### src/rtl/raw_hazard_ctrl_pkg.sv
// Shared pipeline types for register read-after-write hazard tracking.
// Tags carry a destination index plus a valid bit; x0 is never tracked.
package raw_hazard_ctrl_pkg;

  localparam int NUM_REGS = 32;
  localparam logic [4:0] REG_X0 = 5'd0;

  typedef struct packed {
    logic       valid;
    logic [4:0] rd;
  } rd_tag_t;

endpackage

### src/rtl/raw_hazard_ctrl_if.sv
// ID-stage hazard interface: instruction operands in, stall/busy/WB tag status out.
// master drives the ID-side fields; slave is the hazard controller.
interface raw_hazard_ctrl_if;
  import raw_hazard_ctrl_pkg::*;

  logic                id_valid_i;
  logic [4:0]          id_rs1_addr_i;
  logic                id_rs1_used_i;
  logic [4:0]          id_rs2_addr_i;
  logic                id_rs2_used_i;
  logic [4:0]          id_rd_addr_i;
  logic                id_rd_wren_i;
  logic                flush_i;
  logic                hold_i;
  logic                stall_o;
  logic [NUM_REGS-1:0] busy_o;
  logic [4:0]          wb_rd_addr_o;
  logic                wb_rd_wren_o;
  logic [31:0]         stall_cnt_o;

  modport master (
    output id_valid_i, id_rs1_addr_i, id_rs1_used_i, id_rs2_addr_i, id_rs2_used_i,
    output id_rd_addr_i, id_rd_wren_i, flush_i, hold_i,
    input  stall_o, busy_o, wb_rd_addr_o, wb_rd_wren_o, stall_cnt_o
  );

  modport slave (
    input  id_valid_i, id_rs1_addr_i, id_rs1_used_i, id_rs2_addr_i, id_rs2_used_i,
    input  id_rd_addr_i, id_rd_wren_i, flush_i, hold_i,
    output stall_o, busy_o, wb_rd_addr_o, wb_rd_wren_o, stall_cnt_o
  );

endinterface

### src/rtl/raw_tag_match.sv
// Compares one source register against all in-flight destination tags.
// Purely combinational; slots outside cmp_mask never produce a hit.
module raw_tag_match
  import raw_hazard_ctrl_pkg::*;
#(
  parameter int STAGES = 3
) (
  input  logic [4:0]               src_addr,
  input  logic                     src_used,
  input  rd_tag_t [STAGES-1:0]     tags,
  input  logic [STAGES-1:0]        cmp_mask,
  output logic                     hit
);

  logic [STAGES-1:0] slot_hit;

  always_comb begin
    slot_hit = '0;
    for (int k = 0; k < STAGES; k++) begin
      slot_hit[k] = cmp_mask[k] & tags[k].valid & (tags[k].rd == src_addr);
    end
  end

  assign hit = src_used & (src_addr != REG_X0) & (|slot_hit);

endmodule

### src/rtl/raw_hazard_ctrl.sv
// RAW hazard controller: shadow pipeline of rd tags from EX to WB; stalls ID on a match.
// stall_o is combinational from ID operands and current tags; hold_i freezes tags and the counter.
module raw_hazard_ctrl
  import raw_hazard_ctrl_pkg::*;
#(
  parameter int STAGES         = 3,
  parameter int WB_WRITE_FIRST = 0
) (
  input  logic               clk_i,
  input  logic               rst_ni,
  raw_hazard_ctrl_if.slave   hz
);

  localparam logic [STAGES-1:0] ALL_MASK = '1;
  // A write-first register file already returns the WB value, so the WB slot is masked off.
  localparam logic [STAGES-1:0] CMP_MASK = (WB_WRITE_FIRST != 0) ? (ALL_MASK >> 1) : ALL_MASK;

  rd_tag_t [STAGES-1:0] slot_q;
  rd_tag_t              new_tag;
  logic                 hit_rs1;
  logic                 hit_rs2;
  logic                 stall;
  logic                 issue;
  logic [NUM_REGS-1:0]  busy;
  logic [31:0]          stall_cnt_q;

  raw_tag_match #(.STAGES(STAGES)) u_match_rs1 (
    .src_addr (hz.id_rs1_addr_i),
    .src_used (hz.id_rs1_used_i),
    .tags     (slot_q),
    .cmp_mask (CMP_MASK),
    .hit      (hit_rs1)
  );

  raw_tag_match #(.STAGES(STAGES)) u_match_rs2 (
    .src_addr (hz.id_rs2_addr_i),
    .src_used (hz.id_rs2_used_i),
    .tags     (slot_q),
    .cmp_mask (CMP_MASK),
    .hit      (hit_rs2)
  );

  // Flush beats stall: the instruction in ID is being discarded anyway.
  assign stall = hz.id_valid_i & (hit_rs1 | hit_rs2) & ~hz.flush_i;
  assign issue = hz.id_valid_i & ~stall & ~hz.flush_i;

  always_comb begin
    new_tag = '0;
    if (issue && hz.id_rd_wren_i && (hz.id_rd_addr_i != REG_X0)) begin
      new_tag.valid = 1'b1;
      new_tag.rd    = hz.id_rd_addr_i;
    end
  end

  always_comb begin
    busy = '0;
    for (int k = 0; k < STAGES; k++) begin
      if (slot_q[k].valid) begin
        busy[slot_q[k].rd] = 1'b1;
      end
    end
    busy[REG_X0] = 1'b0;
  end

  always_ff @(posedge clk_i) begin
    if (!rst_ni) begin
      slot_q      <= '0;
      stall_cnt_q <= '0;
    end else if (!hz.hold_i) begin
      for (int k = STAGES - 1; k > 0; k--) begin
        slot_q[k] <= slot_q[k-1];
      end
      slot_q[0] <= new_tag;
      if (stall && (stall_cnt_q != 32'hFFFF_FFFF)) begin
        stall_cnt_q <= stall_cnt_q + 32'd1;
      end
    end
  end

  assign hz.stall_o      = stall;
  assign hz.busy_o       = busy;
  assign hz.wb_rd_addr_o = slot_q[STAGES-1].rd;
  assign hz.wb_rd_wren_o = slot_q[STAGES-1].valid;
  assign hz.stall_cnt_o  = stall_cnt_q;

endmodule

### src/flat_wrapper.sv
// flat-port wrapper written by rule: the top's interface ports become plain ports
module raw_hazard_ctrl_flat import raw_hazard_ctrl_pkg::*;
#(
  parameter int STAGES         = 3,
  parameter int WB_WRITE_FIRST = 0
)
  (clk_i, rst_ni, hz_id_valid_i, hz_id_rs1_addr_i, hz_id_rs1_used_i, hz_id_rs2_addr_i, hz_id_rs2_used_i, hz_id_rd_addr_i, hz_id_rd_wren_i, hz_flush_i, hz_hold_i, hz_stall_o, hz_busy_o, hz_wb_rd_addr_o, hz_wb_rd_wren_o, hz_stall_cnt_o);
  raw_hazard_ctrl_if hz_i ();
  input  logic clk_i;
  input  logic rst_ni;
  input wire logic [$bits(hz_i.id_valid_i)-1:0] hz_id_valid_i;
  input wire logic [$bits(hz_i.id_rs1_addr_i)-1:0] hz_id_rs1_addr_i;
  input wire logic [$bits(hz_i.id_rs1_used_i)-1:0] hz_id_rs1_used_i;
  input wire logic [$bits(hz_i.id_rs2_addr_i)-1:0] hz_id_rs2_addr_i;
  input wire logic [$bits(hz_i.id_rs2_used_i)-1:0] hz_id_rs2_used_i;
  input wire logic [$bits(hz_i.id_rd_addr_i)-1:0] hz_id_rd_addr_i;
  input wire logic [$bits(hz_i.id_rd_wren_i)-1:0] hz_id_rd_wren_i;
  input wire logic [$bits(hz_i.flush_i)-1:0] hz_flush_i;
  input wire logic [$bits(hz_i.hold_i)-1:0] hz_hold_i;
  output wire logic [$bits(hz_i.stall_o)-1:0] hz_stall_o;
  output wire logic [$bits(hz_i.busy_o)-1:0] hz_busy_o;
  output wire logic [$bits(hz_i.wb_rd_addr_o)-1:0] hz_wb_rd_addr_o;
  output wire logic [$bits(hz_i.wb_rd_wren_o)-1:0] hz_wb_rd_wren_o;
  output wire logic [$bits(hz_i.stall_cnt_o)-1:0] hz_stall_cnt_o;
  assign hz_i.id_valid_i = hz_id_valid_i;
  assign hz_i.id_rs1_addr_i = hz_id_rs1_addr_i;
  assign hz_i.id_rs1_used_i = hz_id_rs1_used_i;
  assign hz_i.id_rs2_addr_i = hz_id_rs2_addr_i;
  assign hz_i.id_rs2_used_i = hz_id_rs2_used_i;
  assign hz_i.id_rd_addr_i = hz_id_rd_addr_i;
  assign hz_i.id_rd_wren_i = hz_id_rd_wren_i;
  assign hz_i.flush_i = hz_flush_i;
  assign hz_i.hold_i = hz_hold_i;
  assign hz_stall_o = hz_i.stall_o;
  assign hz_busy_o = hz_i.busy_o;
  assign hz_wb_rd_addr_o = hz_i.wb_rd_addr_o;
  assign hz_wb_rd_wren_o = hz_i.wb_rd_wren_o;
  assign hz_stall_cnt_o = hz_i.stall_cnt_o;
  raw_hazard_ctrl #(.STAGES(STAGES), .WB_WRITE_FIRST(WB_WRITE_FIRST)) u_core (.clk_i(clk_i), .rst_ni(rst_ni), .hz(hz_i));
endmodule
### config.mk
export PLATFORM = sky130hd
export DESIGN_NAME = raw_hazard_ctrl_flat
export DESIGN_NICKNAME = d
export VERILOG_FILES = /design/src/rtl/raw_hazard_ctrl_pkg.sv /design/src/rtl/raw_hazard_ctrl_if.sv /design/src/rtl/raw_tag_match.sv /design/src/rtl/raw_hazard_ctrl.sv /design/src/flat_wrapper.sv
export SDC_FILE = /design/constraint.sdc
export NUM_CORES = 1
export LEC_CHECK = 0
export CAP_MARGIN = 20
export CORE_ASPECT_RATIO = 1.5
export CORE_UTILIZATION = 49
export DETAILED_ROUTE_END_ITERATION = 7
export PLACE_DENSITY = 0.81
export SLEW_MARGIN = 15
export SYNTH_ARGS = -nofsm -noshare
export SYNTH_HDL_FRONTEND = slang
export SYNTH_SLANG_ARGS = --single-unit
### constraint.sdc
create_clock -name clk_i -period 3.15 [get_ports clk_i]
set_clock_uncertainty 0.2 [all_clocks]
set_input_delay 0.63 -clock clk_i [delete_from_list [all_inputs] [get_ports clk_i]]
set_output_delay 0.63 -clock clk_i [all_outputs]
set_load 0.02 [all_outputs]
==> summary.md <==
| Metric | Value |
|---|---|
| WHS | 0.312 ns |
| Vias/cell | 5.91 |
| Met2 GRT Util | 55.5% |
| Min Tclk post-route | 3.09 ns |
| Num ports | 94 |
| Worst reg-to-reg setup slack | 0.41 ns |
| Critical Path Fanout Max | 3 |
| CP required | 2.32 ns |
| Detailed-route wire length | 10400 um |
| Ys Warns | 0 |
| Worst Hold End | u_core.hz.stall_cnt_o[13]$_SDFFE_PN0P_ |
| Number of library cell types mapped by synthesis | 45 |
| Max-cap violations | 0 |
| Final period util | 97.9% |
| Die H | 105 um |
| Worst flop-to-flop path endpoint | u_core.hz.stall_cnt_o[21]$_SDFFE_PN0P_ |
| Longest Clk Path Bufs | 2 |
| Drt first pass iters | 7 |
| Vias in the first global route | 3754 |
| RR Startpoint | u_core.slot_q[7]$_SDFFE_PN0N_ |
| DIE AREA | 7460 um2 |
| Critical Path Start Type | input pin |
| Placed cells | 635 |
| Cell taking the most area after synthesis | dfxtp_1 |
| Cell area after synthesis | 3480 um2 |
| Initial antenna violation count | 0 |
| Syn Area/Cell | 7.54 um2 |
| First-pass GRT wire length | 17300 um |
| Status | complete, but fails checks |
| Total track usage | 28.5% |
| Top-area cell type share of the netlist area | 28.7% |
| Htree depth | 2 |
| CTS tree | yes |
| Pwr Total | 1200 uW |
| FF-to-FF path depth | 10 |
| Post-CTS setup buffers | 0 |
| Antenna Nets Post-Route | 0 |
| Peak VDD IR | 0.357 mV |
| RSZ-0062 raised after global routing | false |
| Hold path cells | 2 |
| Post-route DRC | 18 |
| Starting DRT DRC Count | 201 |
| #FFs+latches synth | 50 |
| Violated checks | DRC |
| Area Growth Syn to Fin | 37.1% |
| TritonCTS Buffers | 5 |
| Max Clk Rate | 0.324 GHz |
| Placement row count | 37 |
| WL/cell | 16.2 um |
| Clk sinks | 50 |
| Hold path start | u_core.hz.stall_cnt_o[13]$_SDFFE_PN0P_ |
| # nets final | 588 |
| Post-Syn Instances | 462 |
| Most common cell after layout, fill and taps aside | clkdlybuf4s50_1 |
| # hold bufs at CTS | 0 |
| Clk_lat worst skew | 0.31 ns |
| Via count | 3800 |
| Sequential share of the synthesized area | 28.7% |
| Final hold violations | 0 |
| Post-DP HPWL | 7980 um |
| Routability cong. | 1.01 |
| Max-slew violations | 0 |
| Critical Path AT | 2.26 ns |
| Pleak | 0.00205 uW |
| Largest net degree at the start of global routing | 26 |
| GR Util met1 | 29.6% |
| Final setup fails | 0 |
| Starting Density | 50.8% |
| Non-Filler Instances | 643 |
| Worst setup path category | in2out |
| I/O Buffers | 92 |
| CP endpoint kind | primary output |
| Diode count | 0 |
| Die Wd | 70.8 um |
| Most frequent cells in the layout | 81 x clkdlybuf4s50_1, 79 x nand2_1, 49 x dfxtp_1 |
| Top cells by area, synth | dfxtp_1 29%, xor2_1 9.3%, nand2_1 8.5%, a22oi_1 7.3%, nor2_1 5.1% |
| CTS clk-pin slew, worst paths | 0.09 ns |
| Share of cells above drive strength 1 | 11.9% |
| Core Region | 6850 um2 |
| Remaining Overflow, GRT | 0 |
| CTS Root Cell | clkbuf_8 |
| Busiest layer in global routing | met2 |
| Power Density | 251 nW/um2 |
| Met3 Use GR | 4.21% |
| Net count after synthesis | 486 |
| Hold/Removal Path Class | reg2reg |
## sequential cells by signal (all words and copies together), names as in the netlist
register,flops
u_core.hz.stall_cnt_o,32
u_core.slot_q,12
u_core.hz.wb_rd_addr_o,5
u_core.hz.wb_rd_wren_o,1
## routing by layer
layer,vias up,share of wire [%]
li1,1827,-
met1,1789,38
met2,160,55
met3,24,5.3
met4,0,2.4
met5,-,0
## final cells by class
class / instances / area (um2)
well taps: 78 / 97.6
inverters: 6 / 22.5
clock buffers: 5 / 68.8
fillers: 575 / 2070
multi-input cells: 366 / 2290
flip-flops and latches: 50 / 1000
repair buffers: 135 / 1260
clock inverters: 3 / 40.0
## how the worst max path moves through the flow
stage | start | to | slack [ns] | cells after the start
2_1_floorplan | hz_id_rs2_addr_i[0] | hz_stall_o | 0.21 | 7
3_5_place_dp | hz_id_rs2_addr_i[0] | hz_stall_o | -0.56 | 9
3_3_place_gp | hz_id_rs2_addr_i[4] | hz_stall_o | -0.54 | 8
5_1_grt | hz_id_rs2_addr_i[3] | hz_stall_o | 0.008 | 7
4_1_cts | u_core.slot_q[3]$_SDFFE_PN0N_ | hz_busy_o[10] | 0.01 | 5
6_report | hz_id_rs1_addr_i[0] | hz_stall_o | 0.06 | 7
## Yosys cell counts (all sizes together)
master and instances:
inv 5, conb 1, o211ai 2, a31oi 2, mux2i 15, or3 6
and3b 6, o41ai 2, and2 3, clkinv 1, o31ai 6, nor3 5
a22oi 34, a41oi 1, nand4 13, o21ai 9, or2 1, o311ai 2
nand2 80, dfxtp 50, ha 1, nand2b 6, nand4b 1, and4 1
buf 17, xnor2 7, a21oi 11, nor4 7, and3 15, nor3b 12
clkbuf 23, o21bai 1, or3b 1, nor2 47, a222oi 2, nand3 21
or4 8, xor2 37
## report_power, final
group          internal [uW]  switching, uW
registers                634           4.09
logic                   52.5           56.8
clock network            234            217
## logic make-up (layout without fill, tap and decap cells)
kind of cell    after synthesis  in the layout  synth area share [%]
simple gates                233            233                  33.9
compound gates               72             72                  14.9
flops                        50             50                  28.7
buf+inv                      46            149                  6.68
xor+xnor                     44             44                  11.1
mux                          15             15                  4.31
fa+ha+maj                     1              1                 0.359
other cells                   1              1                 0.108
## per-stage QoR
step                util, %  worst slack (ns)  TNS (ns)  instance area (um2)
finish                 69.7            0.0646         0                 4780
global route           69.7           0.00762         0                 4780
CTS                    69.1            0.0114         0                 4740
detailed placement     67.7            -0.556     -4.45                 4640
global placement       67.7            -0.544     -3.70                 4640
floorplan                 -             0.210         0                 3480
## timing repair
action	4_1_cts	5_1_grt
pin swaps	8	2
endpoints found under the setup margin	5	17
gates resized for setup	18	9
## worst max-delay path: stages
cell and delay [ns]:
dlygate4sd2_1 0.27, or4_1 0.53, o21ai_1 0.15, a31oi_1 0.06
or2_1 0.27, and3b_1 0.21, buf_6 0.13
Note: power is estimated with default switching activity, not from simulation.
